===== src/rtl/uart_rx.sv =====
`timescale 1ns/1ps
`default_nettype none
// ============================================================================
// Module   : uart_rx
// Purpose  : 8N1 UART receiver (8E1 when UART_RX_PARITY_EN is defined) with a
//            2-flop input synchroniser, mid-bit sampling and break handling.
// Revision : 1.0 - initial release
// ============================================================================
module uart_rx #(
    parameter int CLK_FREQ = 50_000_000,
    parameter int BAUD     = 115200
) (
    input  logic       clk,
    input  logic       reset,
    input  logic       rx_in,
    output logic [7:0] rx_data,
    output logic       rx_valid,
    output logic       frame_err,
    output logic       busy
`ifdef UART_RX_PARITY_EN
    ,
    output logic       parity_err
`endif
);

    localparam int CLKS_PER_BIT = CLK_FREQ / BAUD;
    localparam int HALF_BIT     = CLKS_PER_BIT / 2;
    localparam int CNT_W        = $clog2(CLKS_PER_BIT) + 1;

    localparam logic [CNT_W-1:0] c_bit_last  = CNT_W'(CLKS_PER_BIT - 1);
    localparam logic [CNT_W-1:0] c_half_last = CNT_W'(HALF_BIT - 1);

    typedef enum logic [2:0] {
        S_IDLE   = 3'd0,
        S_START  = 3'd1,
        S_DATA   = 3'd2,
`ifdef UART_RX_PARITY_EN
        S_PARITY = 3'd3,
`endif
        S_STOP   = 3'd4,
        S_BREAK  = 3'd5
    } state_t;

    // Both synchroniser stages reset to the idle (high) level so that reset
    // release can never look like a start bit.
    logic             rx_meta_q;
    logic             rx_s_q;

    state_t           state_q,   state_d;
    logic [CNT_W-1:0] cnt_q,     cnt_d;
    logic [2:0]       bit_idx_q, bit_idx_d;
    logic [7:0]       shift_q,   shift_d;
    logic [7:0]       data_q,    data_d;
    logic             valid_q,   valid_d;
    logic             ferr_q,    ferr_d;
    logic             busy_q,    busy_d;
`ifdef UART_RX_PARITY_EN
    logic             par_bit_q, par_bit_d;
    logic             perr_q,    perr_d;
`endif

    always_ff @(posedge clk or posedge reset) begin
        if (reset) begin
            rx_meta_q <= 1'b1;
            rx_s_q    <= 1'b1;
        end else begin
            rx_meta_q <= rx_in;
            rx_s_q    <= rx_meta_q;
        end
    end

    always_ff @(posedge clk or posedge reset) begin
        if (reset) begin
            state_q   <= S_IDLE;
            cnt_q     <= '0;
            bit_idx_q <= 3'd0;
            shift_q   <= 8'h00;
            data_q    <= 8'h00;
            valid_q   <= 1'b0;
            ferr_q    <= 1'b0;
            busy_q    <= 1'b0;
`ifdef UART_RX_PARITY_EN
            par_bit_q <= 1'b0;
            perr_q    <= 1'b0;
`endif
        end else begin
            state_q   <= state_d;
            cnt_q     <= cnt_d;
            bit_idx_q <= bit_idx_d;
            shift_q   <= shift_d;
            data_q    <= data_d;
            valid_q   <= valid_d;
            ferr_q    <= ferr_d;
            busy_q    <= busy_d;
`ifdef UART_RX_PARITY_EN
            par_bit_q <= par_bit_d;
            perr_q    <= perr_d;
`endif
        end
    end

    always_comb begin
        state_d   = state_q;
        cnt_d     = cnt_q;
        bit_idx_d = bit_idx_q;
        shift_d   = shift_q;
        data_d    = data_q;
        valid_d   = 1'b0;
        ferr_d    = 1'b0;
`ifdef UART_RX_PARITY_EN
        par_bit_d = par_bit_q;
        perr_d    = 1'b0;
`endif

        case (state_q)
            S_IDLE: begin
                if (!rx_s_q) begin
                    state_d = S_START;
                    cnt_d   = '0;
                end
            end

            // Half a bit in: a line that is high again was only a glitch.
            S_START: begin
                if (cnt_q == c_half_last) begin
                    cnt_d = '0;
                    if (rx_s_q) begin
                        state_d = S_IDLE;
                    end else begin
                        state_d   = S_DATA;
                        bit_idx_d = 3'd0;
                    end
                end else begin
                    cnt_d = cnt_q + 1'b1;
                end
            end

            S_DATA: begin
                if (cnt_q == c_bit_last) begin
                    cnt_d            = '0;
                    shift_d[bit_idx_q] = rx_s_q;
                    if (bit_idx_q == 3'd7) begin
`ifdef UART_RX_PARITY_EN
                        state_d = S_PARITY;
`else
                        state_d = S_STOP;
`endif
                    end else begin
                        bit_idx_d = bit_idx_q + 3'd1;
                    end
                end else begin
                    cnt_d = cnt_q + 1'b1;
                end
            end

`ifdef UART_RX_PARITY_EN
            S_PARITY: begin
                if (cnt_q == c_bit_last) begin
                    cnt_d     = '0;
                    par_bit_d = rx_s_q;
                    state_d   = S_STOP;
                end else begin
                    cnt_d = cnt_q + 1'b1;
                end
            end
`endif

            // A low stop bit wins over any parity verdict.
            S_STOP: begin
                if (cnt_q == c_bit_last) begin
                    cnt_d = '0;
                    if (rx_s_q) begin
                        state_d = S_IDLE;
`ifdef UART_RX_PARITY_EN
                        if (par_bit_q != ^shift_q) begin
                            perr_d = 1'b1;
                        end else begin
                            valid_d = 1'b1;
                            data_d  = shift_q;
                        end
`else
                        valid_d = 1'b1;
                        data_d  = shift_q;
`endif
                    end else begin
                        ferr_d  = 1'b1;
                        state_d = S_BREAK;
                    end
                end else begin
                    cnt_d = cnt_q + 1'b1;
                end
            end

            // Held-low line: report once, then wait for the line to recover.
            S_BREAK: begin
                if (rx_s_q) begin
                    state_d = S_IDLE;
                end
            end

            default: begin
                state_d = S_IDLE;
                cnt_d   = '0;
            end
        endcase

        busy_d = (state_d != S_IDLE);
    end

    assign rx_data   = data_q;
    assign rx_valid  = valid_q;
    assign frame_err = ferr_q;
    assign busy      = busy_q;
`ifdef UART_RX_PARITY_EN
    assign parity_err = perr_q;
`endif

endmodule
`default_nettype wire


===== config.mk =====
export PLATFORM = sky130hd
export DESIGN_NAME = uart_rx
export DESIGN_NICKNAME = d
export VERILOG_FILES = /design/src/rtl/uart_rx.sv
export SDC_FILE = /design/constraint.sdc
export NUM_CORES = 1
export LEC_CHECK = 0
export ABC_AREA = 1
export BUFFER_PORTS_ARGS = -buffer_cell sky130_fd_sc_hd__buf_2
export CORE_MARGIN = 5
export CORE_UTILIZATION = 53
export DETAILED_ROUTE_END_ITERATION = 16
export PLACE_DENSITY_LB_ADDON = 0.25
export SLEW_MARGIN = 20
export SYNTH_ARGS = -nofsm -noshare
export SYNTH_HDL_FRONTEND = slang
export SYNTH_SLANG_ARGS = --single-unit

===== constraint.sdc =====
create_clock -name clk -period 1.3 [get_ports clk]
set_input_delay 0.39 -clock clk [delete_from_list [all_inputs] [get_ports clk]]
set_output_delay 0.39 -clock clk [all_outputs]
set_load 0.05 [all_outputs]

; Word level (Yosys, flattened, before mapping)
; Index checks and enable logic that the tools add are counted.
[classes]
add_sub_neg = 2
n_lt_le_gt_ge = 2
n_eq_ne = 12
mux = 27
bitwise = 1
n_reduce_logical = 9
[ops]
columns = cell, count
row1 = 10-bit case mux with 4 select lines, 1
row2 = 3-bit 2-to-1 mux, 11
row3 = 10-bit 2-to-1 mux, 3
row4 = 3-bit case mux with 5 select lines, 1
row5 = "10-bit by 1-bit adder with 10-bit output, second input constant", 1
row6 = "10-bit by 8-bit == test with 1-bit output, second input constant", 1
row7 = "10-bit by 9-bit == test with 1-bit output, second input constant", 1
row8 = "2-bit inequality test, second input constant", 5
row9 = "3-bit == test, second input constant", 3
row10 = 8-bit bitwise mux, 1
row11 = 1-bit 2-to-1 mux, 7
row12 = 3-bit case mux with 2 select lines, 1
row13 = 5-bit AND reduction, 1
row14 = "3-bit by 4-bit less-than comparator with 1-bit output, second input constant", 1
row15 = 2-bit AND reduction, 2
row16 = "3-bit by 1-bit adder with 3-bit output, second input constant", 1
row17 = 1-bit demux with 3-bit select, 1
row18 = "3-bit by 1-bit == test with 1-bit output, second input constant", 1
row19 = "3-bit by 2-bit == test with 1-bit output, second input constant", 1
row20 = "3-bit by 1-bit greater-or-equal comparator with 1-bit output, second input constant", 1
row21 = 3-bit logical NOT, 1
row22 = 3-bit AND reduction, 1
row23 = 3-bit nonzero test, 1
row24 = 2-bit 2-to-1 mux, 1
row25 = other kinds (4), 4
[word_totals]
ff_bits = 37
inputBits = 3

; Longest topological paths before layout
[logic_depth]
depth_word = 5
mapped_depth = 9
depth_no_buf = 9

; Least setup slack after synthesis
; No wires, ideal clock.
[synth_path]
path_kind = flip-flop to flip-flop
start = register cnt_q[1]
end = register shift_q[0]
arrival_time_ps = 1277
required_ps = 1184
path_slack_ps = -94
stages_incl_launch_ff = 10
cell_sequence = dfrtp_1 -> inv_1 -> ha_1 -> nand3_1 -> inv_1 -> nand3_4 -> nor2_8 -> nand2_1 -> nand2_1 -> nand2_1
[synth_between]
elab_chain_len = 2
[synth_lines]
columns = element, line_no
row1 = "start, declared", 50  ; logic [CNT_W-1:0] cnt_q, cnt_d;
row2 = "start signal, assigned", 88  ; cnt_q <= cnt_d;
row3 = 10-bit by 9-bit == test with 1-bit output, 139  ; if (cnt_q == c_bit_last) begin
row4 = 2-bit AND reduction (no source line), n/a
row5 = "end signal, assigned", 90  ; shift_q <= shift_d;
row6 = "end, declared", 52  ; logic [7:0] shift_q, shift_d;
; Every way passes these cells.
; A chain may end at the register's enable or synchronous reset.

; Worst setup path in the final report
[layout_path]
start = register cnt_q[1]
end = register cnt_q[4]
[layout_between]
elab_chain_len = 3
word_cells_on_any_way = 6
cone_classes = 1 x add/sub / 2 x eq/ne / 3 x mux
[layout_lines]
columns = element, line_no
row1 = "10-bit by 1-bit adder with 10-bit output, or another cell as far along", "134, 152, 190"
row2 = "10-bit 2-to-1 mux, on equally long branches", "139, 170, 125"
row3 = 10-bit case mux with 4 select lines (*), 115  ; case (state_q)
; Mark *: on every way between the ends. The rest lies on a longest branch, timed or not.

==> impl_results.md <==
* Pins Over Slew Limit at 0
* Reg clk slew, reported paths at 0.07 ns
* Most used cells in the layout excluding fill and tap cells: nand2_1 (81), buf_4 (35), dfrtp_1 (28), inv_1 (27), nand3_1 (22)
* Synth Cell Area at 1991 um^2
* CP arrival at approximately 1.7 ns
* ANT nets after route at 0
* Status: finished with violations
* Power Density at roughly 750 nW/um^2
* DRC Markers at 0
* Setup WS post-layout at -0.1903 ns
* Global route overflow at 0
* First-pass GRT wire length at between 7 and 8 mm
* Setup violations, final at 33
* Power Total at just over 0.002 W
* Synth cell types at 24
* Crit-path max FO at 2
* Initial Util at between 50% and 60%
* CTS Buf Count at 5
* Final Hold Viols at 0
* Routed length per instance at between 10 and 15 um
* DR vias at between 1,500 and 2,000
* Mapped Nets at 270
* Clk network pwr share at between 40 and 50%
* Largest net degree at the start of global routing at 38
* Inserted Diodes at 0
* H-Tree Depth at 2
* Num rows at 22
* Hold-fix buffer count after cts at 0
* CTS tree: built
* Crit. Startpoint: cnt_q[1]
* Core Area at 3661 um^2
* Vias in the first global route at 1,654
* Hold Path Class: in -> async
* Final min period at between 1 and 1.5 ns
* Router iterations before antenna repair at 4
* Final GP Congestion at approximately 0.94
* Seq pwr share at between 50% and 60%
* Net Sw Frac at 21.29%
* Fin crit share at 114.6%
* Clk buf depth at 2
* Hold Slack at roughly 0.13 ns
* CP Class: reg -> reg
* Avg Cell Area, Syn at roughly 7.6 um^2
* Total track usage at between 10% and 20%
* Fin Clk Skew at 0.005297 ns
* Nets at 322
* Io pins at 14
* Slew headroom at about four fifths
* Commonest non-fill, non-tap cell in the layout: nand2_1
* Max VDD drop at 0.7983 mV
* Max Fclk at ~670 MHz
* Synthesis-stage register bit count at 37
* Worst slew pin tran at roughly 0.28 ns
* Dpl ws at -0.2033 ns
* IO buf count at 13
* Yosys warns at 0
* CP endpoint kind: flip-flop
* Number of vias per cell at around 5.0
* Clk sinks at 37
* Fillers at between 200 and 300
* Die Wd at around 70 um
* Skew-Pair Late Insertion Delay at ~0.29 ns
* Share of cells above drive strength 1 at a little under two fifths
* Antenna violations before repair at 0
* DP HPWL at around 3.1 mm
* Internal at 0.001600 W
* Leakage at 1.421 nW
* Start of the worst register-to-register path: cnt_q[1]
* Die Area at 5082 um^2
* Max-cap viol count at 0
* Root Buffer: clkbuf_8
* Layout Cells excl Fill at between 300 and 400
* Initial drt markers at ~120
* Cells after Synth at 262
* Layout Area Growth over Synthesis at 36.89%
* Area post-placement at between 2000 and 2500 um^2
* Post-Place Cells at ~340
* Worst Path Required at about 1.5 ns
* Gate power share at 2.3%
* Crit start category: flip-flop
* Sw Pwr at ~0.00043 W
* Final wirelength at approximately 4.7 mm
* Violated checks: negative setup slack
* RSZ-0062 raised after global routing: yes
* Fin area at roughly 2700 um^2
* Die H at about 71 um
* Register area share after synthesis at a little under half
-- registers in the layout, indices dropped and copies added, names as in the netlist --
signal and flops:
bit_idx_q 3, busy 1, cnt_q 10, frame_err 1, rx_data 8, rx_meta_q 1, rx_s_q 1, rx_valid 1
shift_q 8, state_q 3
-- routing by layer --
layer,GRT usage (%),share of wire (%),vias up
met5,0,0,-
met4,5.637,1.5,0
met3,3.647,5.3,10
met2,29.49,49,45
met1,25.02,45,859
li1,-,-,918
-- timing repair --
action,CTS,global route
pin swaps,16,18
endpoints found under the setup margin,35,44
endpoints found under the hold margin,0,0
gates resized for setup,27,46
setup buffers,7,4
-- worst max-delay path, stage by stage (launching register included) --
cell and delay (ns):
dfrtp_1 0.39, buf_4 0.14, ha_1 0.21, nand3_2 0.11, buf_4 0.13, xor2_1 0.18
inv_1 0.08, nand3_1 0.07, nand3_1 0.07
-- power groups by stage --
stage / registers (W) / clock network (W) / logic (W)
2_1_floorplan: 0.00118 / 0 / 0.0000249
3_3_place_gp: 0.00118 / 0 / 0.0000469
3_5_place_dp: 0.00118 / 0 / 0.0000468
4_1_cts: 0.00116 / 0.000849 / 0.0000474
5_1_grt: 0.00116 / 0.000904 / 0.0000547
6_report: 0.00116 / 0.000828 / 0.0000466
-- area by class of cell --
cell class                 instances  area [um^2]  area share, %
multi-input combinational        183         1095          40.17
sequential                        37        937.1          34.39
tap                               48        60.06          2.204
clock buffer                       6        82.58          3.030
inverter                          39        160.2          5.877
timing repair buffer              48        376.6          13.82
clock inverter                     2        13.76         0.5051
-- synth_stat cells (all sizes together) --
library cell / instances / area share [%]
nand2: 97 / 19
inv: 36 / 6.8
dfrtp: 35 / 44
nand3: 32 / 9.8
nor2: 29 / 7.2
nand4: 7 / 2.2
o21ai: 7 / 1.8
ha: 5 / 3.1
clkinv: 3 / 0.82
xor2: 3 / 1.3
buf: 2 / 0.63
dfstp: 2 / 2.6
nor3: 2 / 0.50
clkbuf: 1 / 0.19
o211ai: 1 / 0.38
-- worst paths after layout --
path | to | slack, ns | depth (start not counted)
max in group asynchronous | rx_s_q | 0.91 | 3
hold reg to reg | rx_s_q | 0.36 | 0
hold / removal | rx_data[7] | 0.13 | 3
setup reg to reg | cnt_q[4] | -0.19 | 8
setup / recovery | cnt_q[4] | -0.19 | 8
min in group clk | rx_meta_q | 0.19 | 1
-- stage by stage --
stage / utilization (%) / TNS, ns
4_1_cts: 69.69 / -1.756
2_1_floorplan: - / -0.08292
5_1_grt: 74.44 / -6.112
3_5_place_dp: 63.77 / -3.301
3_3_place_gp: 63.77 / -2.133
6_report: 74.44 / -2.838
-- cell families after synthesis --
group,after synthesis,share of synthesized area (%)
AO/OA/AOI/OAI,8,2.137
XOR/XNOR,3,1.320
adder cells (fa/ha/maj),5,3.143
buffers and inverters,42,8.422
flip-flops,37,46.64
AND/OR/NAND/NOR,167,38.34
Power figures use the tool's default switching activity.
